==> src/rtl/lsu_mem_ctrl_pkg.sv <==
// Shared load/store encodings, access-size decode and request fault check.
package lsu_mem_ctrl_pkg;

    // Load ops: LB LH LW LBU LHU; store ops reuse the first three codes (SB SH SW).
    localparam logic [2:0] OpB  = 3'b000;
    localparam logic [2:0] OpH  = 3'b001;
    localparam logic [2:0] OpW  = 3'b010;
    localparam logic [2:0] OpBu = 3'b100;
    localparam logic [2:0] OpHu = 3'b101;

    typedef struct packed {
        logic [2:0]  op;
        logic [31:0] addr;
        logic [31:0] data;
    } sb_entry_t;

    // Access size in bytes; illegal codes decode to 4 but are faulted separately.
    function automatic logic [2:0] op_size(input logic [2:0] op);
        case (op)
            OpB, OpBu: op_size = 3'd1;
            OpH, OpHu: op_size = 3'd2;
            default:   op_size = 3'd4;
        endcase
    endfunction

    function automatic logic op_illegal(input logic is_store, input logic [2:0] op);
        if (is_store) begin
            op_illegal = !(op inside {OpB, OpH, OpW});
        end else begin
            op_illegal = op inside {3'b011, 3'b110, 3'b111};
        end
    endfunction

    // Illegal op, misaligned half/word, or access running past the end of memory.
    function automatic logic lsu_fault(input logic        is_store,
                                       input logic [2:0]  op,
                                       input logic [31:0] addr,
                                       input int unsigned mem_bytes);
        logic [2:0]  size;
        logic [32:0] end_addr;
        logic        misalign;
        size     = op_size(op);
        end_addr = {1'b0, addr} + 33'(size);
        misalign = ((size == 3'd2) && addr[0]) || ((size == 3'd4) && (addr[1:0] != 2'b00));
        lsu_fault = op_illegal(is_store, op) || misalign || (end_addr > 33'(mem_bytes));
    endfunction

endpackage

==> src/rtl/lsu_mem_ctrl_store_buffer.sv <==
// Store buffer FIFO with a parallel word-address compare across valid entries.
module lsu_store_buffer
    import lsu_mem_ctrl_pkg::*;
#(
    parameter int unsigned Depth = 2
) (
    input  logic        clk,
    input  logic        rst_n,
    input  logic        push_i,
    input  sb_entry_t   push_entry_i,
    input  logic        pop_i,
    input  logic [29:0] match_waddr_i,
    output sb_entry_t   head_o,
    output logic        hit_o,
    output logic        full_o,
    output logic        empty_o
);

    localparam int unsigned PtrW = (Depth > 1) ? $clog2(Depth) : 1;
    localparam int unsigned CntW = $clog2(Depth + 1);

    sb_entry_t         entries_q [Depth];
    logic [Depth-1:0]  valid_q, valid_d;
    logic [PtrW-1:0]   head_q, head_d, tail_q, tail_d;
    logic [CntW-1:0]   count_q, count_d;

    // Entry payload needs no reset; validity is tracked separately.
    always_ff @(posedge clk) begin
        if (push_i) entries_q[tail_q] <= push_entry_i;
    end

    // Pointer, count and valid-bit bookkeeping for push/pop.
    always_comb begin
        valid_d = valid_q;
        head_d  = head_q;
        tail_d  = tail_q;
        count_d = count_q;
        if (pop_i) begin
            valid_d[head_q] = 1'b0;
            head_d          = head_q + PtrW'(1);
        end
        if (push_i) begin
            valid_d[tail_q] = 1'b1;
            tail_d          = tail_q + PtrW'(1);
        end
        unique case ({push_i, pop_i})
            2'b10:   count_d = count_q + CntW'(1);
            2'b01:   count_d = count_q - CntW'(1);
            default: count_d = count_q;
        endcase
    end

    // State registers; reset discards every pending entry.
    always_ff @(posedge clk or negedge rst_n) begin
        if (!rst_n) begin
            valid_q <= '0;
            head_q  <= '0;
            tail_q  <= '0;
            count_q <= '0;
        end else begin
            valid_q <= valid_d;
            head_q  <= head_d;
            tail_q  <= tail_d;
            count_q <= count_d;
        end
    end

    // Any valid entry in the same word blocks a load (no forwarding).
    always_comb begin
        hit_o = 1'b0;
        for (int unsigned i = 0; i < Depth; i++) begin
            if (valid_q[i] && (entries_q[i].addr[31:2] == match_waddr_i)) hit_o = 1'b1;
        end
    end

    assign head_o  = entries_q[head_q];
    assign full_o  = (count_q == CntW'(Depth));
    assign empty_o = (count_q == '0);

endmodule

==> src/rtl/lsu_mem_ctrl.sv <==
// Load/store initiator: buffered stores on the write port, 1-cycle loads on the read port.
module lsu_mem_ctrl
    import lsu_mem_ctrl_pkg::*;
#(
    parameter int unsigned MEM_BYTES = 4096,
    parameter int unsigned SB_DEPTH  = 2
) (
    input  logic        clk,
    input  logic        rst_n,
    input  logic        req_valid_i,
    output logic        req_ready_o,
    input  logic        req_is_store_i,
    input  logic [2:0]  req_op_i,
    input  logic [31:0] req_addr_i,
    input  logic [31:0] req_wdata_i,
    input  logic [4:0]  req_rd_i,
    output logic        rsp_valid_o,
    output logic        rsp_is_store_o,
    output logic        rsp_fault_o,
    output logic [4:0]  rsp_rd_o,
    output logic [31:0] rsp_rdata_o,
    output logic        mem_write_en_o,
    output logic [2:0]  mem_write_op_o,
    output logic [31:0] mem_write_addr_o,
    output logic [31:0] mem_write_data_o,
    output logic        mem_read_en_o,
    output logic [2:0]  mem_read_op_o,
    output logic [31:0] mem_read_addr_o,
    input  logic [31:0] mem_read_data_i
);

    logic      req_fault, sb_hit, sb_full, sb_empty;
    logic      accept, push, load_acc;
    sb_entry_t sb_head, push_entry;

    logic        rsp_valid_q, rsp_valid_d;
    logic        rsp_is_store_q, rsp_is_store_d;
    logic        rsp_fault_q, rsp_fault_d;
    logic [4:0]  rsp_rd_q, rsp_rd_d;
    logic [31:0] rsp_rdata_q, rsp_rdata_d;

    assign req_fault  = lsu_fault(req_is_store_i, req_op_i, req_addr_i, MEM_BYTES);
    assign push_entry = '{op: req_op_i, addr: req_addr_i, data: req_wdata_i};

    // Handshake: faults always accepted, stores need space, loads wait out word hazards.
    always_comb begin
        req_ready_o = 1'b1;
        if (!req_fault) req_ready_o = req_is_store_i ? !sb_full : !sb_hit;
        accept   = req_valid_i && req_ready_o;
        push     = accept && req_is_store_i && !req_fault;
        load_acc = accept && !req_is_store_i && !req_fault;
    end

    lsu_store_buffer #(
        .Depth (SB_DEPTH)
    ) u_store_buffer (
        .clk           (clk),
        .rst_n         (rst_n),
        .push_i        (push),
        .push_entry_i  (push_entry),
        .pop_i         (!sb_empty),
        .match_waddr_i (req_addr_i[31:2]),
        .head_o        (sb_head),
        .hit_o         (sb_hit),
        .full_o        (sb_full),
        .empty_o       (sb_empty)
    );

    // Memory ports: head entry drains every cycle; reads only while a load is accepted.
    always_comb begin
        mem_write_en_o   = !sb_empty;
        mem_write_op_o   = sb_empty ? 3'b000 : sb_head.op;
        mem_write_addr_o = sb_empty ? 32'h0 : sb_head.addr;
        mem_write_data_o = sb_empty ? 32'h0 : sb_head.data;
        mem_read_en_o    = load_acc;
        mem_read_op_o    = load_acc ? req_op_i : 3'b000;
        mem_read_addr_o  = load_acc ? req_addr_i : 32'h0;
    end

    // One response per accepted request, next cycle.
    always_comb begin
        rsp_valid_d    = accept;
        rsp_is_store_d = accept && req_is_store_i;
        rsp_fault_d    = accept && req_fault;
        rsp_rd_d       = accept ? req_rd_i : 5'd0;
        rsp_rdata_d    = load_acc ? mem_read_data_i : 32'h0;
    end

    // Response registers.
    always_ff @(posedge clk or negedge rst_n) begin
        if (!rst_n) begin
            rsp_valid_q    <= 1'b0;
            rsp_is_store_q <= 1'b0;
            rsp_fault_q    <= 1'b0;
            rsp_rd_q       <= 5'd0;
            rsp_rdata_q    <= 32'h0;
        end else begin
            rsp_valid_q    <= rsp_valid_d;
            rsp_is_store_q <= rsp_is_store_d;
            rsp_fault_q    <= rsp_fault_d;
            rsp_rd_q       <= rsp_rd_d;
            rsp_rdata_q    <= rsp_rdata_d;
        end
    end

    assign rsp_valid_o    = rsp_valid_q;
    assign rsp_is_store_o = rsp_is_store_q;
    assign rsp_fault_o    = rsp_fault_q;
    assign rsp_rd_o       = rsp_rd_q;
    assign rsp_rdata_o    = rsp_rdata_q;

endmodule

==> config.mk <==
export PLATFORM = sky130hd
export DESIGN_NAME = lsu_mem_ctrl
export DESIGN_NICKNAME = d
export VERILOG_FILES = /design/src/rtl/lsu_mem_ctrl_pkg.sv /design/src/rtl/lsu_mem_ctrl_store_buffer.sv /design/src/rtl/lsu_mem_ctrl.sv
export SDC_FILE = /design/constraint.sdc
export NUM_CORES = 1
export LEC_CHECK = 0
export ABC_AREA = 1
export BUFFER_PORTS_ARGS = -buffer_cell sky130_fd_sc_hd__buf_2
export CAP_MARGIN = 5
export CORE_ASPECT_RATIO = 1.25
export CORE_MARGIN = 2
export CORE_UTILIZATION = 25
export DETAILED_ROUTE_END_ITERATION = 12
export MAX_ROUTING_LAYER = met4
export PLACE_DENSITY = 0.51
export SYNTH_ARGS = -nofsm -noshare
export SYNTH_HDL_FRONTEND = slang
export SYNTH_HIERARCHICAL = 1
export SYNTH_SLANG_ARGS = --single-unit
==> constraint.sdc <==
create_clock -name clk -period 6.4 [get_ports clk]
set_clock_uncertainty 0.05 [all_clocks]
set_input_delay 0.64 -clock clk [delete_from_list [all_inputs] [get_ports clk]]
set_output_delay 0.64 -clock clk [all_outputs]
set_load 0.02 [all_outputs]
==> results of run 1 <==
[metrics by stage]
stage	std cells	cell area, um2	utilization	total power [mW]
after floorplan	1230	9700	-	2.17
after global placement	1914	11300	0.297	2.63
after detailed placement	1914	11300	0.297	2.64
after CTS	1946	11900	0.312	3.69
after global routing	1948	11900	0.312	3.85
final	1948	11900	0.312	3.62
[synthesized netlist by cell type (8+ instances only)]
cell	n	area, um2
inv_1	249	935
nand3_1	30	150
xnor2_1	16	140
nand4_1	9	56.3
nor2_4	13	146
clkbuf_1	13	48.8
dfrtp_1	46	1150
xor2_1	11	96.3
buf_2	8	40.0
edfxtp_1	134	4020
o21ai_0	39	195
buf_4	24	180
nand2_1	396	1490
nor2_1	191	717
[worst max-delay path: cells and delay by family]
kind / cells / cell delay [ns]
buf+inv: 3 / 0.72
fa+ha+maj: 2 / 0.64
simple gates: 13 / 1.70
[metal layers]
metal,up-vias,global-route usage,part of all wire
met5,-,-,0
met3,36,0.0273,0.048
met2,237,0.252,0.52
met4,0,0.0595,0.024
li1,4048,-,-
met1,3649,0.159,0.41
[state kept, by name, indices dropped and copies added, names as in the netlist]
signal / count
rsp_fault_o: 1
rsp_is_store_o: 1
rsp_rd_o: 5
rsp_rdata_o: 32
rsp_valid_o: 1
u_store_buffer/count_q: 2
u_store_buffer/entries_q: 134
u_store_buffer/head_q: 1
u_store_buffer/tail_q: 1
u_store_buffer/valid_q: 2
[cell type report]
class / count / share of cell area
Sequential cell: 180 / 0.436
Clock inverter: 10 / 0.00727
Timing Repair Buffer: 239 / 0.104
Clock buffer: 22 / 0.0427
Tap cell: 492 / 0.0518
Antenna cell: 2 / 0.000421
Inverter: 253 / 0.0800
Multi-Input combinational cell: 750 / 0.278
[worst max-delay path by stage]
| stage | startpoint | to | slack [ns] |
|---|---|---|---|
| 5_1_grt | req_op_i[1] | mem_read_addr_o[0] | 1.67 |
| 2_1_floorplan | req_op_i[0] | u_store_buffer/entries_q[0][0] | 0.48 |
| 3_3_place_gp | req_op_i[0] | u_store_buffer/entries_q[0][11] | 1.90 |
| 6_report | req_op_i[0] | mem_read_addr_o[0] | 1.98 |
| 3_5_place_dp | req_op_i[0] | u_store_buffer/entries_q[0][11] | 1.94 |
| 4_1_cts | req_op_i[0] | mem_read_addr_o[0] | 1.94 |
[kinds of logic after synthesis]
logic type,share of synthesized area
adders and majority gates,0.00728
and+or+nand+nor,0.276
xor gates and xnor gates,0.0246
other,0.000389
buffers and inverters,0.129
DFF,0.537
AOI/OAI and AO/OA,0.0251
[power by group through the flow]
stage          combinational, mW  clock (mW)  sequential (mW)
2_1_floorplan              0.868           0             1.30
5_1_grt                     1.41        1.12             1.33
4_1_cts                     1.29        1.08             1.32
3_3_place_gp                1.28           0             1.35
6_report                    1.26        1.04             1.32
3_5_place_dp                1.29           0             1.35
==> results.yml, run 1 <==
power:
  ir_worst_vdd_mv: 0.139
  power_frac_clock: 0.287
  pwr-share-comb: 0.348
  leakage_nw: 6.20
  swShare: 0.391
  power.density_mw_per_mm2: 305
  seq_power_share: 0.365
  intPower_mw: 2.21
  switchingPower_mw: 1.41
synthesis:
  synth.avg_cell_area_um2: 7.95
  ys_ff_latch: 180
  syn_area_mm2: 0.00963
  ys.flop_type: "edfxtp_1"
  yosys_warnings: 6
  yosysUniqueCellTypes: 33
  async_flop_share: 0.256
  seq_area_frac_synth: 0.537
  synthCells: 1212
  synth_edf_count: 134
route:
  dr.first_iter.drc_count: 427
  vias_per_cell: 4.09
  antenna_left: 0
  dr.pass1.iters: 5
  vias: 7970
  post_drt_wl_per_cell_um: 14.3
  drt_wl_total_mm: 27.9
  drc: 0
layout:
  nFillCells: 4158
  syn_to_final_growth_pct: 23.3
  nets: 1554
  seq_area_mm2: 0.00518
  multi_input_area_mm2: 0.00330
  final_common_cell: "nand2_1"
  drive_gt1_frac: 0.204
  final_cell_mix: "nand2_1, inv_1, buf_2"
sta:
  hold_viol: 0
  layout_setup_ws_ns: 1.98
  maxSlewViolCount: 0
  tns_ns: 0
  relSlewSlack: 0.303
  rsz0062_at_grt: "false"
  period_needed_ns: 4.42
  worstMarginPinSlew_ns: 1.05
  setup-violations-final: 0
  hold_slack_ns: 0.323
  fmax_mhz: 226
  fin_crit_sh: 0.690
clock_tree:
  ctsResizeCount: 0
  cts-root-buf: "clkbuf_16"
  clock_latency_ns: 0.45
  cts_hold_buf: 0
  postCtsSetupBuffers: 0
  clkTransAtPathRegs_ns: 0.07
  clk_path_buf_depth: 2
  cts_tree: "built"
  cts-htree-levels: 4
  clock_sinks: 180
  numCtsBuffers: 17
worst_setup_path:
  path_class: "primary input to primary output"
  crit_chain: "buf_2 -> nor2_1 -> ha_1 -> fa_1 -> or2_2 -> nor2_1 -> nand2_1 -> nor2_1 -> nand2_1 -> nor2_1 -> nand3_1 -> nand2_1 -> nand3_1 -> nor2_4 -> nand4_4 -> buf_4 -> nor2_1 -> buf_2"
  crit_slowest_cell: "fa_1"
  slowest_delay_ns: 0.42
  r2r_slack_ns: 3.31
  cp.required_ns: 5.71
  arrival_ns: 3.73
  cp-start-kind: "primary input"
  path_max_fanout: 31
  timing.rr.start: "u_store_buffer/entries_q[1][41]"
  critPathCaptureType: "primary output"
  timing.rr.end: "u_store_buffer/entries_q[0][52]"
  rr_worst_depth: 18
  cpMostUsedCell: "nor2_1"
grt:
  grt_overflow: 0
  grt_pass1_wl_mm: 42.3
  grt_max_degree: 56
  grt_pass1_vias: 7865
  antenna_found_initial: 2
  grtUsageTotal: 0.143
floorplanning:
  io_pins: 253
  die_h_um: 223
  rows: 80
  dieArea_mm2: 0.0401
  core_mm2: 0.0380
  start_util: 0.253
  fp.dieW_um: 180
placed_design:
  io_buffers: 233
  gp_congestion: 0.847
  place_ws_ns: 1.94
  post-dp-hpwl_mm: 21.2
worst_hold_path:
  hold_path_class: "primary input to asynchronous set/reset pin"
flow_run:
  max_cap_viol_count: 0
run_status:
  status: "finished clean"
No activity file was read; power rests on OpenSTA's default activity.
==> inputs of run 2 (changes only) <==
Clock period 6.4 ns to 4.55 ns, I/O delays scaled along.
==> run 2 against run 1 <==
Net effect: total power increased by 39%; critical path depth increased by 3; flip-flop and latch count unchanged; non-clock buffer count increased by 3; largest power group unchanged.
==> results.yml, run 2 (synthesized netlist as in run 1, its figures left out) <==
clock_tree:
  cts_hold_buf: 0
  ctsResizeCount: 0
  cts_tree: "built"
  cts-root-buf: "clkbuf_16"
  clock_sinks: 180
  clkTransAtPathRegs_ns: 0.07
  clock_latency_ns: 0.44
  postCtsSetupBuffers: 0
  numCtsBuffers: 17
  clk_path_buf_depth: 2
  cts-htree-levels: 4
worst_setup_path:
  cp-start-kind: "primary input"
  cp.required_ns: 4.05
  path_max_fanout: 31
  path_class: "primary input to primary output"
  critPathCaptureType: "primary output"
  rr_worst_depth: 17
  arrival_ns: 3.46
grt:
  grt_pass1_vias: 7535
  grt_pass1_wl_mm: 42.1
  grt_overflow: 0
  antenna_found_initial: 2
  grt_max_degree: 52
  busiest_layer: "met2"
  grt.met3_usage: 0.0225
  use_met1: 0.167
  grtUsageMet2: 0.242
  grtUsageTotal: 0.143
power:
  power_frac_clock: 0.279
  switchingPower_mw: 2.03
  pwr-share-comb: 0.351
  swShare: 0.402
  seq_power_share: 0.370
  ir_worst_vdd_mv: 0.208
  leakage_nw: 6.19
  intPower_mw: 3.01
  power.density_mw_per_mm2: 425
layout:
  top_register: "u_store_buffer/entries_q"
  nFillCells: 4135
  largest_reg_flops: 134
  final_cell_mix: "nand2_1, inv_1, buf_2"
  drive_gt1_frac: 0.204
  final_core_util: 0.312
  syn_to_final_growth_pct: 23.1
  final_common_cell: "nand2_1"
  nets: 1557
  fin_cells: 1951
floorplanning:
  rows: 80
  fp.dieW_um: 180
  start_util: 0.253
  core_mm2: 0.0380
  dieArea_mm2: 0.0401
  io_pins: 253
  die_h_um: 223
worst_hold_path:
  hold_depth: 1
  hold_path_class: "primary input to register"
placed_design:
  gp_congestion: 0.871
  dpl.cell_count: 1917
  place_ws_ns: 0.531
  post-dp-hpwl_mm: 21.2
  io_buffers: 233
route:
  dr.first_iter.drc_count: 425
  vias: 8000
  post_drt_wl_per_cell_um: 14.5
  drt_wl_total_mm: 28.3
  vias_per_cell: 4.10
  antenna_left: 0
  dr.pass1.iters: 4
  drc: 0
run_status:
  status: "finished clean"
sta:
  maxSlewViolCount: 0
  tns_ns: 0
  fin_crit_sh: 0.871
  relSlewSlack: 0.286
  fmax_mhz: 252
  setup-violations-final: 0
  rsz0062_at_grt: "false"
  period_needed_ns: 3.96
  worstMarginPinSlew_ns: 1.07
  hold_viol: 0
  layout_setup_ws_ns: 0.589
flow_run:
  max_cap_viol_count: 0
## run 2: changes by cell type in the layout (fill, tap and decap cells not counted)
cell        change
buf_4           +3
clkbuf_16       -2
clkbuf_8        -2
clkinv_1        +2
clkinv_2        -2
clkinvlp_4      +2
inv_8           +2
## run 2: worst paths after layout
check / start / end / slack (ns)
worst max-delay path: req_op_i[1] / mem_read_en_o / 0.59
min in group asynchronous: rst_n / rsp_rdata_o[19] / 0.16
worst max register to register: u_store_buffer/entries_q[1][39] / u_store_buffer/count_q[1] / 1.69
max in group asynchronous: rst_n / u_store_buffer/head_q / 3.56
worst min-delay path: req_wdata_i[18] / u_store_buffer/entries_q[0][18] / 0.15
worst min register to register: u_store_buffer/valid_q[0] / u_store_buffer/valid_q[0] / 0.46
## run 2: final cells by class
| class | instances | area [um2] | area share |
|---|---|---|---|
| flip-flops and latches | 180 | 5180 | 0.437 |
| multi-input cells | 750 | 3300 | 0.278 |
| repair buffers | 242 | 1260 | 0.106 |
| inverters | 253 | 950 | 0.0801 |
| well taps | 492 | 616 | 0.0519 |
| clock buffers | 18 | 429 | 0.0362 |
| clock inverters | 14 | 121 | 0.0102 |
| diodes | 2 | 5.00 | 0.000422 |
## run 2: power groups by stage
| stage | sequential [mW] | combinational (mW) | clock, mW |
|---|---|---|---|
| 3_5_place_dp | 1.91 | 1.82 | 0 |
| 3_3_place_gp | 1.91 | 1.81 | 0 |
| 5_1_grt | 1.88 | 1.97 | 1.52 |
| 2_1_floorplan | 1.83 | 1.22 | 0 |
| 6_report | 1.87 | 1.77 | 1.40 |
| 4_1_cts | 1.87 | 1.82 | 1.46 |
## run 2: critical path, cell delays in order
cell	delay [ns]
buf_2	0.17
nor2_1	0.06
ha_1	0.21
fa_1	0.42
nand3_1	0.13
nand2_1	0.12
nand2_2	0.13
nor2_4	0.07
nand2_1	0.06
nand2_1	0.05
inv_1	0.04
nand2_1	0.04
nor2_1	0.08
nand2_1	0.05
nor2_1	0.08
nand3_1	0.11
nor2_4	0.16
nand4_4	0.37
buf_4	0.41
inv_2	0.07
buf_2	0.15
## run 2: metrics by stage
step | power [mW] | instance area (um2) | hold slack (ns)
after floorplan | 3.05 | 9710 | 0.109
after global placement | 3.71 | 11300 | 0.452
after detailed placement | 3.73 | 11300 | 0.454
after CTS | 5.15 | 11900 | 0.119
after global routing | 5.36 | 11900 | 0.124
final | 5.04 | 11900 | 0.145
## run 2: per-layer routing
metal | part of all wire | up-vias | routed length (um)
met3 | 0.037 | 42 | 1050
met1 | 0.43 | 3691 | 12000
li1 | - | 4056 | -
met2 | 0.51 | 211 | 14400
met4 | 0.027 | 0 | 752
met5 | 0 | - | 0
